<file path="src/rtl/nr_mult_rom_core.sv">
// Newton-Raphson reciprocal support: seed ROM plus two fixed one-stage multiplier pipelines.
// Define NR_ROM_REG_EN to register rom_data (one cycle latency, resets to zero).
module nr_mult_rom_core (
    input  logic        clk,
    input  logic        rst_n,
    input  logic [5:0]  rom_addr,
    output logic [14:0] rom_data,
    input  logic [15:0] m1_a,
    input  logic [15:0] m1_b,
    input  logic        m1_in_valid,
    output logic [31:0] m1_p,
    output logic        m1_valid,
    input  logic [15:0] m2_a,
    input  logic [31:0] m2_b,
    input  logic        m2_in_valid,
    output logic [23:0] m2_p,
    output logic        m2_valid
);

    localparam int unsigned ROM_DEPTH = 64;
    localparam int unsigned ROM_W     = 15;
    localparam int unsigned TBL_W     = ROM_DEPTH * ROM_W;
    localparam int unsigned M1_W      = 32;
    localparam int unsigned M2_W      = 24;
    localparam int unsigned M2_FULL_W = 48;
    localparam int unsigned M2_SHIFT  = 23;

    // Seed for the interval midpoint xm = (129+2a)/256: 32768*(127-2a)/(129+2a), rounded half-up.
    function automatic logic [TBL_W-1:0] build_seed_table();
        logic [TBL_W-1:0] tbl;
        int unsigned      num;
        int unsigned      den;
        int unsigned      quo;
        tbl = '0;
        for (int unsigned a = 0; a < ROM_DEPTH; a++) begin
            den = 32'd129 + 32'd2 * a;
            num = 32'd65536 * (32'd127 - 32'd2 * a) + den;
            quo = num / (32'd2 * den);
            if (quo > 32'd32767) begin
                quo = 32'd32767;
            end
            tbl[a*ROM_W +: ROM_W] = ROM_W'(quo);
        end
        return tbl;
    endfunction

    localparam logic [TBL_W-1:0] SEED_TABLE = build_seed_table();

    logic [ROM_W-1:0] rom_data_c;

    always_comb begin
        rom_data_c = SEED_TABLE[32'(rom_addr) * ROM_W +: ROM_W];
    end

`ifdef NR_ROM_REG_EN
    logic [ROM_W-1:0] rom_data_q;

    always_ff @(posedge clk or negedge rst_n) begin
        if (!rst_n) begin
            rom_data_q <= '0;
        end else begin
            rom_data_q <= rom_data_c;
        end
    end

    assign rom_data = rom_data_q;
`else
    assign rom_data = rom_data_c;
`endif

    // Multiplier 1: exact 16x16 unsigned product, held while idle.
    logic [M1_W-1:0] m1_p_d;
    logic [M1_W-1:0] m1_p_q;
    logic            m1_valid_q;

    always_comb begin
        m1_p_d = m1_p_q;
        if (m1_in_valid) begin
            m1_p_d = M1_W'(m1_a) * M1_W'(m1_b);
        end
    end

    always_ff @(posedge clk or negedge rst_n) begin
        if (!rst_n) begin
            m1_p_q     <= '0;
            m1_valid_q <= 1'b0;
        end else begin
            m1_p_q     <= m1_p_d;
            m1_valid_q <= m1_in_valid;
        end
    end

    // Multiplier 2: Q1.15 x Q1.31 -> Q1.23, truncated, saturating when the integer part reaches 2.
    logic [M2_W:0]   m2_hi_c;
    logic [M2_W-1:0] m2_p_d;
    logic [M2_W-1:0] m2_p_q;
    logic            m2_valid_q;

    always_comb begin
        m2_hi_c = (M2_W+1)'((M2_FULL_W'(m2_a) * M2_FULL_W'(m2_b)) >> M2_SHIFT);
        m2_p_d  = m2_p_q;
        if (m2_in_valid) begin
            m2_p_d = m2_hi_c[M2_W] ? {M2_W{1'b1}} : m2_hi_c[M2_W-1:0];
        end
    end

    always_ff @(posedge clk or negedge rst_n) begin
        if (!rst_n) begin
            m2_p_q     <= '0;
            m2_valid_q <= 1'b0;
        end else begin
            m2_p_q     <= m2_p_d;
            m2_valid_q <= m2_in_valid;
        end
    end

    assign m1_p     = m1_p_q;
    assign m1_valid = m1_valid_q;
    assign m2_p     = m2_p_q;
    assign m2_valid = m2_valid_q;

endmodule

</file>
<file path="config.mk">
export PLATFORM = sky130hd
export DESIGN_NAME = nr_mult_rom_core
export DESIGN_NICKNAME = d
export VERILOG_FILES = /design/src/rtl/nr_mult_rom_core.sv
export SDC_FILE = /design/constraint.sdc
export NUM_CORES = 2
export LEC_CHECK = 0
export BUFFER_PORTS_ARGS = -buffer_cell sky130_fd_sc_hd__buf_2
export CELL_PAD_IN_SITES_DETAIL_PLACEMENT = 1
export CELL_PAD_IN_SITES_GLOBAL_PLACEMENT = 2
export CORE_MARGIN = 2
export CORE_UTILIZATION = 39
export DETAILED_ROUTE_END_ITERATION = 10
export PLACE_DENSITY_LB_ADDON = 0.1
export SYNTH_ARGS = -nofsm -noshare
export SYNTH_HDL_FRONTEND = slang
export SYNTH_SLANG_ARGS = --single-unit
</file>
<file path="constraint.sdc">
create_clock -name clk -period 1.9 [get_ports clk]
set_input_delay 0.095 -clock clk [delete_from_list [all_inputs] [get_ports clk]]
set_output_delay 0.095 -clock clk [all_outputs]
set_load 0.01 [all_outputs]
</file>
==> run_results.csv <==
group,metric,value,unit
synthesis,syn_nets,4072,
sta,finClkSkew,0,ns
clock_tree,cts_root_buf,"clkbuf_16",
sta,tightestPinTransition,0.554,ns
floorplan,fp.dieH,269,um
synthesis,yosysWarnings,0,
sta,slew_violations,0,
floorplan,core,0.0698,mm^2
global_route,grt_overflow,0,
floorplan,io_pins,163,
sta,timing.hold.ws,0.0909,ns
worst_setup_path,slowest_delay,0.53,ns
sta,final.min_clock_period,5.78,ns
route,drtIter0Drc,763,
global_route,antenna_found_initial,2,
sta,fin_setup_tns,-173.72,ns
synthesis,syn-cell-area,0.0274,mm^2
sta,setup_ws,-3.88,ns
worst_setup_path,cp_top_family,"adder cells",
worst_setup_path,path_common_cell,"fa_1",
route,drt_wl_total,88800,um
clock_tree,cts_buffers,9,
worst_setup_path,cp.required,2.18,ns
global_route,grt_pass1_vias,26800,
place,placed_cell_area,0.0328,mm^2
sta,slew_headroom,62.0,%
synthesis,synthFlopType,"dfrtp_1",
outcome,violations,"setup timing",
clock_tree,cts_tree,"built",
worst_setup_path,timing.critical_path.buf_inv,8,
route,drc,0,
cells_and_area,utilization,50.5,%
worst_setup_path,path_max_fanout,5,
route,ant_nets,0,
floorplan,dieArea,0.0725,mm^2
clock_tree,clkLatencyLatePin,0.35,ns
worst_setup_path,path_class,"input pin to register",
route,drt_pass1_iterations,5,
sta,report.final.hold_viol_count,0,
global_route,grt_usage,25.1,%
place,io_buffers,162,
place,gp_congestion,0.871,
worst_setup_path,slowest_stage,"fa_1",
min_path,hp-class,"input pin to register",
cells_and_area,fin_nets,4584,
synthesis,synth_cell_types,71,
clock_tree,cts.clk_slew.worst_paths,0.06,ns
floorplan,fp.dieW,269,um
route,via_per_inst,4.99,
sta,finalCritPeriodShare,304,%
global_route,grt_pass1_wl,145000,um
route,wl_per_cell,19.3,um
synthesis,synth_seq_area_share,5.29,%
place,dp_hpwl,76000,um
worst_setup_path,critPathArrivalTime,6.06,ns
sta,setup_viol,53,
sta,rsz0062_at_grt,"true",
synthesis,syn_area_per_cell,8.74,um^2
synthesis,synth_seq_cells,58,
floorplan,start_util,39.3,%
sta,clock.fmax,173,MHz
worst_setup_path,cp-end-kind,"register",
cells_and_area,area_growth,28.5,%
cells_and_area,drive_gt1_share,26.4,%
cells_and_area,finalInstanceArea,0.0352,mm^2
clock_tree,cts_buffer_depth,2,
clock_tree,htreeDepth,3,
run,maxCapViolations,0,
global_route,grt_max_degree,63,
synthesis,async_flop_share,100,%
clock_tree,cts_sinks,58,
outcome,status,"finished, violations left",
synthesis,synthCells,3137,
cells_and_area,nFillCells,8093,
route,num_vias,23000,
floorplan,placementRows,97,
worst_setup_path,startpoint_type,"input pin",
synthesis,synth_edf_count,0,
## kinds of logic (layout without fill, tap and decap cells)
logic type                 after synthesis  in the layout  share of synthesized area [%]
and+or+nand+nor                        993            996                           17.0
DFF                                     58             58                           5.29
buffers and inverters                  840           1354                           11.6
adders and majority gates              845            845                           55.3
AOI/OAI and AO/OA                      325            325                           8.10
other                                    0              2                              0
xor gates and xnor gates                47             47                           1.50
muxes                                   29             29                           1.25
## sequential cells by signal (all words and copies together) (netlist names)
name      count
m2_valid      1
m1_p         32
m2_p         24
m1_valid      1
## metal layers
metal	GRT usage, %	vias up	wire [um]
met2	45.4	294	46500
met3	1.71	102	1800
met4	5.75	0	2050
met5	0	-	0
met1	32.8	12100	38400
li1	-	10500	-
## per-stage QoR
stage          setup slack (ns)  instances
2_1_floorplan             -3.80       3137
3_3_place_gp              -4.42       4531
3_5_place_dp              -4.61       4531
4_1_cts                   -3.93       4579
5_1_grt                   -4.09       4595
6_report                  -3.88       4596
## final cells by class
| cell class | count | area, um^2 | area share [%] |
|---|---|---|---|
| repair buffers | 651 | 5360 | 15.2 |
| inverters | 687 | 2580 | 7.32 |
| multi-input cells | 2242 | 24300 | 69.0 |
| clock inverters | 7 | 125 | 0.355 |
| diodes | 2 | 5.00 | 0.0142 |
| well taps | 940 | 1180 | 3.34 |
| clock buffers | 9 | 225 | 0.639 |
| flip-flops and latches | 58 | 1450 | 4.12 |
## Yosys cell counts, drive strengths merged, types with 3 or more instances
master,number,area share (%)
o311ai,3,0.096
a22o,3,0.096
o221ai,3,0.096
o22a,3,0.096
or3,3,0.087
a2111oi,4,0.13
and3,7,0.16
o21bai,9,0.25
nor2,88,1.2
and2,299,6.8
nor3,16,0.31
nand4b,4,0.13
a211oi,21,0.61
ha,234,11
a21oi,111,2.3
clkbuf,144,2.0
o211ai,9,0.25
nor2b,4,0.091
nand3,14,0.26
nand2b,5,0.11
and4,4,0.13
inv,687,9.4
nand4,8,0.21
xnor2,26,0.83
o21ai,56,1.0
buf,9,0.18
a31oi,10,0.23
mux2,23,0.94
a221oi,5,0.16
fa,611,45
o21a,6,0.16
o31ai,7,0.19
nand2,533,7.3
xor2,21,0.67
dfrtp,58,5.3
mux2i,4,0.15
a21o,44,1.2
nor4,3,0.068
a311oi,3,0.096
## layout by cell type, fill, tap and decap left out, types with 7 or more instances in the layout
master / count
buf_12: 24
nor3_1: 7
xnor2_1: 15
ha_4: 38
fa_2: 19
inv_2: 39
a31oi_1: 7
a21oi_1: 75
xor2_1: 15
nand2_2: 15
nand4_1: 7
nor2_1: 81
buf_6: 96
ha_1: 191
o21ai_0: 43
dfrtp_1: 58
nand2_1: 513
o21bai_1: 7
xnor2_2: 10
mux2_4: 19
and2_4: 29
buf_2: 106
buf_4: 412
nand3_1: 13
a211oi_1: 16
inv_1: 648
o211ai_1: 9
buf_8: 10
and2_1: 270
fa_1: 592
clkbuf_16: 9
a21oi_2: 30
a21o_1: 44
## final timing paths
kind	end	slack, ns	from	cells past startpoint
setup / recovery	m2_p[3]	-3.88	m2_b[14]	25
hold / removal	m2_p[13]	0.09	m2_in_valid	2
setup reg to reg	m1_p[29]	1.02	m1_p[29]	2
hold reg to reg	m2_p[7]	0.51	m2_p[7]	1
max in group asynchronous	m1_p[7]	1.30	rst_n	3
min in group asynchronous	m2_p[12]	0.27	rst_n	3
## repair_timing
item | 4_1_cts | 5_1_grt
gates resized for setup | 312 | 127
hold buffers | 1 | 0
pin swaps | 112 | 86
setup endpoints to repair | 58 | 63
hold endpoints to repair | 58 | 0
buffers inserted | 33 | 20
gates cloned | 3 | 0
Power is left out: the tool's default activity adds up to more than one toggle a clock period on the data nets, which glitch-free logic cannot reach.
